$ cat src/rtl/bsa_sequencer_if.sv
// ----------------------------------------------------------------------------
// bsa_sequencer_if
// Handshake and data bundle between a requester and the bit-serial add
// sequencer.
//   start  requester -> sequencer  request an add (sampled only when idle)
//   a_in   requester -> sequencer  operand A, captured on the accepting edge
//   b_in   requester -> sequencer  operand B, captured on the accepting edge
//   busy   sequencer -> requester  high while an add is in progress
//   done   sequencer -> requester  one-cycle pulse, sum/c_out valid
//   sum    sequencer -> requester  (A + B) mod 2^WIDTH, held until next done
//   c_out  sequencer -> requester  carry out of bit WIDTH-1, held with sum
// ----------------------------------------------------------------------------
interface bsa_sequencer_if #(
   parameter int WIDTH = 8
);
   logic             start;
   logic [WIDTH-1:0] a_in;
   logic [WIDTH-1:0] b_in;
   logic             busy;
   logic             done;
   logic [WIDTH-1:0] sum;
   logic             c_out;

   modport master (
      output start, a_in, b_in,
      input  busy, done, sum, c_out
   );

   modport slave (
      input  start, a_in, b_in,
      output busy, done, sum, c_out
   );
endinterface

$ cat src/rtl/bsa_sequencer.sv
// ----------------------------------------------------------------------------
// bsa_sequencer
// Self-timed word-level controller around a single full-adder slice. Operands
// are captured on the accepting edge and shifted LSB-first through the slice,
// one bit per clock, with the carry held in a flip-flop. The serial sum is
// collected MSB-entering into a partial-sum register and published, together
// with the final carry, on the last shift edge.
// Ports:
//   clk    rising-edge clock
//   reset  asynchronous, active-high reset
//   bus    bsa_sequencer_if slave modport (start/a_in/b_in in,
//          busy/done/sum/c_out out)
//
// state | meaning
// ------+--------------------------------------------------------------
// IDLE  | waiting for start; operands loaded on the accepting edge
// SHIFT | one operand bit per edge through the full-adder slice
// DONE  | done pulse for one cycle, result stable; back to IDLE next edge
// ----------------------------------------------------------------------------
module bsa_sequencer #(
   parameter int WIDTH = 8
) (
   input  logic               clk,
   input  logic               reset,
   bsa_sequencer_if.slave     bus
);

   localparam int CNT_W = $clog2(WIDTH);

   typedef enum logic [1:0] {
      ST_IDLE  = 2'd0,
      ST_SHIFT = 2'd1,
      ST_DONE  = 2'd2
   } state_t;

   state_t           state;
   state_t           state_nxt;

   logic [WIDTH-1:0] a_sr;
   logic [WIDTH-1:0] b_sr;
   logic [WIDTH-1:0] part_sr;
   logic [WIDTH-1:0] sum_q;
   logic             carry_q;
   logic             c_out_q;
   logic [CNT_W-1:0] bit_cnt;

   logic             bit_s;
   logic             carry_nxt;
   logic             last_bit;

   // Full-adder slice on the current LSBs.
   assign bit_s     = a_sr[0] ^ b_sr[0] ^ carry_q;
   assign carry_nxt = (a_sr[0] & b_sr[0]) | (a_sr[0] & carry_q) | (b_sr[0] & carry_q);
   assign last_bit  = (bit_cnt == CNT_W'(WIDTH - 1));

   always_ff @(posedge clk or posedge reset) begin
      if (reset) begin
         state <= ST_IDLE;
      end else begin
         state <= state_nxt;
      end
   end

   always_comb begin
      state_nxt = state;
      case (state)
         ST_IDLE: begin
            if (bus.start) begin
               state_nxt = ST_SHIFT;
            end
         end
         ST_SHIFT: begin
            if (last_bit) begin
               state_nxt = ST_DONE;
            end
         end
         ST_DONE: begin
            state_nxt = ST_IDLE;
         end
         default: begin
            state_nxt = ST_IDLE;
         end
      endcase
   end

   always_ff @(posedge clk or posedge reset) begin
      if (reset) begin
         a_sr    <= '0;
         b_sr    <= '0;
         part_sr <= '0;
         sum_q   <= '0;
         carry_q <= 1'b0;
         c_out_q <= 1'b0;
         bit_cnt <= '0;
      end else begin
         case (state)
            ST_IDLE: begin
               if (bus.start) begin
                  a_sr    <= bus.a_in;
                  b_sr    <= bus.b_in;
                  part_sr <= '0;
                  carry_q <= 1'b0;
                  bit_cnt <= '0;
               end
            end
            ST_SHIFT: begin
               a_sr    <= a_sr >> 1;
               b_sr    <= b_sr >> 1;
               part_sr <= {bit_s, part_sr[WIDTH-1:1]};
               carry_q <= carry_nxt;
               bit_cnt <= last_bit ? '0 : bit_cnt + CNT_W'(1);
               // The final sum bit has not landed in part_sr yet, so the
               // published word is assembled from the same shifted value.
               if (last_bit) begin
                  sum_q   <= {bit_s, part_sr[WIDTH-1:1]};
                  c_out_q <= carry_nxt;
               end
            end
            default: begin
            end
         endcase
      end
   end

   assign bus.busy  = (state != ST_IDLE);
   assign bus.done  = (state == ST_DONE);
   assign bus.sum   = sum_q;
   assign bus.c_out = c_out_q;

endmodule

$ cat src/flat_wrapper.sv
// flat-port wrapper written by rule: the top's interface ports become plain ports
module bsa_sequencer_flat 
#(
   parameter int WIDTH = 8
)
  (clk, reset, bus_start, bus_a_in, bus_b_in, bus_busy, bus_done, bus_sum, bus_c_out);
  bsa_sequencer_if #(.WIDTH(WIDTH)) bus_i ();
  input  logic clk;
  input  logic reset;
  input wire logic [$bits(bus_i.start)-1:0] bus_start;
  input wire logic [$bits(bus_i.a_in)-1:0] bus_a_in;
  input wire logic [$bits(bus_i.b_in)-1:0] bus_b_in;
  output wire logic [$bits(bus_i.busy)-1:0] bus_busy;
  output wire logic [$bits(bus_i.done)-1:0] bus_done;
  output wire logic [$bits(bus_i.sum)-1:0] bus_sum;
  output wire logic [$bits(bus_i.c_out)-1:0] bus_c_out;
  assign bus_i.start = bus_start;
  assign bus_i.a_in = bus_a_in;
  assign bus_i.b_in = bus_b_in;
  assign bus_busy = bus_i.busy;
  assign bus_done = bus_i.done;
  assign bus_sum = bus_i.sum;
  assign bus_c_out = bus_i.c_out;
  bsa_sequencer #(.WIDTH(WIDTH)) u_core (.clk(clk), .reset(reset), .bus(bus_i));
endmodule
$ cat config.mk
export PLATFORM = sky130hd
export DESIGN_NAME = bsa_sequencer_flat
export DESIGN_NICKNAME = d
export VERILOG_FILES = /design/src/rtl/bsa_sequencer_if.sv /design/src/rtl/bsa_sequencer.sv /design/src/flat_wrapper.sv
export SDC_FILE = /design/constraint.sdc
export NUM_CORES = 1
export LEC_CHECK = 0
export CORE_MARGIN = 1
export CORE_UTILIZATION = 40
export CTS_BUF_LIST = sky130_fd_sc_hd__clkbuf_16
export CTS_CLUSTER_DIAMETER = 30
export DETAILED_ROUTE_END_ITERATION = 7
export PLACE_DENSITY = 0.66
export REMOVE_ABC_BUFFERS = 1
export SYNTH_ARGS = -nofsm -noshare
export SYNTH_HDL_FRONTEND = slang
export SYNTH_SLANG_ARGS = --single-unit
$ cat constraint.sdc
create_clock -name clk -period 1.5 [get_ports clk]
set_input_delay 0.3 -clock clk [delete_from_list [all_inputs] [get_ports clk]]
set_output_delay 0.3 -clock clk [all_outputs]
set_load 0.01 [all_outputs]
# ---- Word level (Yosys, flattened, before mapping)
# Index checks and enable logic that the tools add are counted.
dict set report totals {
  regBits 39
  inputBits 19
  output_inout_bits 11
  elab_cells 41
}
dict set report op_classes {
  n_addsub 1
  n_eq_ne 5
  n_mux 14
  n_bitwise 7
  n_reduce_logical 6
}
# operator count
set ops {}
lappend ops {{8-bit case mux with 2 select lines} 3}
lappend ops {{8-bit 2-to-1 mux} 3}
lappend ops {{3-bit 2-to-1 mux} 2}
lappend ops {{3-bit case mux with 2 select lines} 1}
lappend ops {{2-bit AND reduction} 3}
lappend ops {{2-bit 2-to-1 mux} 2}
lappend ops {{2-bit case mux with 2 select lines} 1}
lappend ops {{2-bit nonzero test} 2}
lappend ops {{3-bit by 1-bit adder with 3-bit output (second input constant)} 1}
lappend ops {{1-bit bitwise AND} 3}
lappend ops {{3-bit equality test (second input constant)} 1}
lappend ops {{2-bit by 1-bit equality test with 1-bit output (second input constant)} 1}
lappend ops {{2-bit equality test (second input constant)} 1}
lappend ops {{2-bit logical NOT} 1}
lappend ops {{2-bit by 1-bit inequality test with 1-bit output (second input constant)} 1}
lappend ops {{2-bit inequality test (second input constant)} 1}
lappend ops {{1-bit OR} 2}
lappend ops {{1-bit case mux with 2 select lines} 1}
lappend ops {{1-bit bitwise XOR} 2}
lappend ops {{1-bit 2-to-1 mux} 1}

# ---- Longest topological paths before layout
# Gate-level depths: netlist (run 1).
dict set report depth {
  ltp_word 4
  mapped_depth 5
  depth_no_buf 4
}

# ---- Least setup slack after synthesis (run 1)
# Ideal clock, no wire load.
dict set report synth_timing {
  kind {register to register}
  start {reg u_core.bit_cnt[0]}
  end {reg u_core.c_out_q (netlist: u_core.bus.c_out)}
  arrival_time_ns 1.370
  path_slack_ns 0.005
  path_stages_with_launch 6
  path_cell_list {dfrtp_1 ha_1 ha_1 nand3b_1 buf_2 mux2_2}
}
dict set report synth_between {
  elab_chain_len 2
}
# item line_no
set synth_rtl {}
lappend synth_rtl {{start, declared} bsa_sequencer.sv:45} ;# logic [CNT_W-1:0] bit_cnt;
lappend synth_rtl {{start signal, assigned} bsa_sequencer.sv:111} ;# bit_cnt <= last_bit ? '0 : bit_cnt + CNT_W'(1);
lappend synth_rtl {{3-bit equality test} bsa_sequencer.sv:54} ;# assign last_bit = (bit_cnt == CNT_W'(WIDTH - 1));
lappend synth_rtl {{2-bit AND reduction (no line)} --}
lappend synth_rtl {{end signal, assigned} bsa_sequencer.sv:116} ;# c_out_q <= carry_nxt;
lappend synth_rtl {{end, declared} bsa_sequencer.sv:44} ;# logic c_out_q;
# Every way passes these cells.
# A chain may end at the register's enable or synchronous reset.

# ---- Final worst setup path (run 1)
dict set report layout_timing {
  start {reg u_core.state[0]}
  end {out bus_busy}
}
dict set report layout_between {
  elab_chain_len 1
}
# item line_no
set layout_rtl {}
lappend layout_rtl {{start, declared} bsa_sequencer.sv:36} ;# state_t state;
lappend layout_rtl {{start signal, assigned} bsa_sequencer.sv:60} ;# state <= state_nxt;
lappend layout_rtl {{2-bit nonzero test} bsa_sequencer.sv:125} ;# assign bus.busy = (state != ST_IDLE);
lappend layout_rtl {{end, declared} flat_wrapper.sv:13} ;# output wire logic [$bits(bus_i.busy)-1:0] bus_busy;
# Every way passes these cells.

==> run_results.csv, run 1 <==
group,metric,value,unit
synthesis,synth_top_area_share,0.552,
worst_setup_path,crit_arrival,1.18,ns
synthesis,synthTopCellsByCount,"38 x dfrtp_1, 18 x inv_1, 12 x nor4b_1, 11 x a22o_1, 9 x mux2_2",
grt,grt_pass1_wl,6600,um
worst_setup_path,end_kind,"primary output",
sta,layout_setup_ws,0.0205,ns
synthesis,ys_types,25,
sta,hold_viol,0,
synthesis,synth.area.top_cells,"dfrtp_1 55%, nor4b_1 6.1%, mux2_2 5.9%",
run,maxCapViolCount,0,
floorplan,ioPinCount,30,
sta,relSlewSlack,0.797,
worst_setup_path,cp_cell_sequence,"nor2_2 > inv_1 > dlygate4sd2_1",
route,drt_pass1_iterations,4,
cells_and_area,antenna_cells,0,
synthesis,synthArstFlopShare,1.00,
clocking,clk_pin_slew,0.06,ns
cells_and_area,syn_to_final_growth,44.2,%
floorplan,row_count,23,
floorplan,die-area,4580,um2
floorplan,initial_core_util,0.425,
synthesis,synthFlopType,"dfrtp_1",
route,remaining_drc_errors,0,
sta,fin_setup_tns,0,ns
grt,antenna_found_initial,0,
sta,setup_viol,0,
synthesis,synth_area,1720,um2
clocking,clk_latency,0.28,ns
grt,overflow,0,
floorplan,fp.dieW,67.7,um
placement,io_buffers,29,
cells_and_area,postLayoutCellArea,2490,um2
sta,fmax,0.676,GHz
clocking,numCtsBuffers,5,
sta,rsz0062_at_grt,"yes",
cells_and_area,fillers,315,
worst_setup_path,crit_family,"flip-flops",
sta,tightest_slew,0.301,ns
placement,hpwl,2210,um
worst_setup_path,cp_num_buf_inv,2,
clocking,h-tree-depth,2,
route,vias,1286,
route,ant_nets,0,
sta,min_period_over_period,0.986,
worst_setup_path,worstPathRequired,1.20,ns
sta,maxSlewViolCount,0,
synthesis,avgSynthCellArea,12.2,um2
sta,clock_skew,0.00637,ns
synthesis,synth_edf_count,0,
worst_setup_path,slowest_stage,"dfrtp_2",
placement,place_area,2140,um2
synthesis,synth_most_common_cell,"dfrtp_1",
grt,grt_pass1_vias,1357,
synthesis,ys.warnings.count,0,
sta,hold_ws,0.381,ns
worst_setup_path,critPathLaunchType,"flip-flop",
clocking,clock_path_buffers,2,
worst_setup_path,crit_fanout,3,
power,power.density,1980,nW/um2
route,initialDrtViolationCount,75,
worst_setup_path,path_class,"flip-flop to primary output",
cells_and_area,num-nets-final,211,
route,via_per_inst,5.38,
power,leakage,1.24,nW
power,ir_drop,0.805,mV
floorplan,die_y,67.7,um
sta,period_needed,1.48,ns
synthesis,seq_area_frac_synth,0.552,
floorplan,coreArea,4060,um2
grt,grt_start_max_net_pins,39,
clocking,clock-root-buffer,"clkbuf_16",
hold_path,hp-class,"primary input to asynchronous set/reset pin",
synthesis,yosysTopAreaCell,"dfrtp_1",
route,wl_per_cell,16.1,um
clocking,cts_tree,"yes",
synthesis,ys_seq_elements,38,
worst_setup_path,cpPeakStageDelay,0.44,ns
route,wirelength,3850,um
placement,dp_slack,-0.0286,ns
synthesis,synth_cells,141,
placement,routabilityCongestion,0.745,
clocking,cts.sinks,38,
power,total_power,4.92,mW
grt,grt_use_total,0.202,
outcome,outcome,"finished clean",
cells_and_area,drive_above_1_share,0.265,
[layout by cell type, fill, tap and decap left out, types with 2 or more instances in the layout]
master and instances:
mux2_4 9, a22o_1 11, nor2b_1 3, a222oi_1 2
nor4b_1 11, inv_1 20, dlymetal6s2s_1 9, dfrtp_1 37
buf_4 16, clkbuf_16 5, buf_12 3, clkdlybuf4s50_1 18
nor3b_1 3, nor3b_2 5, nor2_1 5, a211oi_1 8
a221oi_1 3, buf_6 3
[path summary, 6_finish.rpt]
path,to,slack [ns],from,cells past startpoint
setup / recovery,bus_busy,0.02,u_core.state[0]$_DFFE_PP0P_,3
min in group clk,u_core.bus.sum[5]$_DFFE_PP0P_,0.51,u_core.bus.sum[5]$_DFFE_PP0P_,1
hold / removal,u_core.bit_cnt[1]$_DFFE_PP0P_,0.38,reset,3
max in group asynchronous,u_core.state[0]$_DFFE_PP0P_,0.93,reset,3
hold reg to reg,u_core.bus.sum[5]$_DFFE_PP0P_,0.51,u_core.bus.sum[5]$_DFFE_PP0P_,1
setup reg to reg,u_core.bus.sum[1]$_DFFE_PP0P_,0.04,u_core.bit_cnt[1]$_DFFE_PP0P_,5
[kinds of logic (layout without fill, tap and decap cells)]
| logic type | count (synthesis) | count (layout) | share of synthesized area |
|---|---|---|---|
| AO/OA/AOI/OAI | 29 | 29 | 0.143 |
| adder cells (fa/ha/maj) | 3 | 3 | 0.0261 |
| buffers and inverters | 29 | 77 | 0.0834 |
| flip-flops | 38 | 38 | 0.552 |
| multiplexers | 9 | 9 | 0.0588 |
| AND/OR/NAND/NOR | 33 | 33 | 0.137 |
[flip-flops by register name (all words and copies together), names as in the netlist]
| signal | flops |
|---|---|
| u_core.part_sr | 7 |
| u_core.bus.sum | 8 |
| u_core.bus.c_out | 1 |
| u_core.carry_q | 1 |
| u_core.a_sr | 8 |
| u_core.bit_cnt | 3 |
| u_core.b_sr | 8 |
| u_core.state | 2 |
[per-layer routing]
metal	global-route usage	vias up	wire (um)
li1	-	607	-
met1	0.243	644	1730
met2	0.344	29	1910
met3	0.0625	6	171
met4	0.0559	0	42
met5	0	-	0
[power by group]
part	internal, mW	switching (mW)
sequential	1.51	0.320
combinational	1.26	0.871
clock	0.593	0.370
[worst min-delay path: stages]
cell,delay [ns]
clkdlybuf4s50_1,0.39
inv_1,0.10
buf_12,0.23
[metrics by stage]
step	cells	util
floorplan	130	-
global placement	221	0.528
detailed placement	221	0.528
CTS	237	0.599
global route	239	0.613
finish	239	0.613
[what timing repair did]
item                       in CTS  in global routing
setup endpoints to repair      11                 18
setup buffers                   7                  4
gates resized for setup        16                 22
hold buffers                    0                  0
pin swaps                       0                  1
gates cloned                    2                  0
[final cells by class]
cell class              instances  area (um2)  area share
multi-input cells              74         718       0.289
repair buffers                 52         553       0.222
inverters                      18        67.6      0.0272
clock inverters                 2        7.51     0.00302
clock buffers                   5         125      0.0503
well taps                      50        62.6      0.0252
flip-flops and latches         38         952       0.383
No activity file was read; power rests on OpenSTA's default activity.
==> run 2: changes to the inputs <==
--- a/config.mk
+++ b/config.mk
@@ -8,7 +8,7 @@
 export CORE_MARGIN = 1
 export CORE_UTILIZATION = 40
 export CTS_BUF_LIST = sky130_fd_sc_hd__clkbuf_16
-export CTS_CLUSTER_DIAMETER = 30
+export CTS_CLUSTER_DIAMETER = 80
 export DETAILED_ROUTE_END_ITERATION = 7
 export PLACE_DENSITY = 0.66
 export REMOVE_ABC_BUFFERS = 1
==> results of run 2 <==
Same layout as run 1: the final DEF is identical, and so are final timing and power.
==> run 3: changes to the inputs <==
--- a/config.mk
+++ b/config.mk
@@ -9,6 +9,7 @@
 export CORE_UTILIZATION = 40
 export CTS_BUF_LIST = sky130_fd_sc_hd__clkbuf_16
 export CTS_CLUSTER_DIAMETER = 80
+export CTS_CLUSTER_SIZE = 28
 export DETAILED_ROUTE_END_ITERATION = 7
 export PLACE_DENSITY = 0.66
 export REMOVE_ABC_BUFFERS = 1
==> results of run 3 <==
Same layout as run 1: the final DEF is identical, and so are final timing and power.
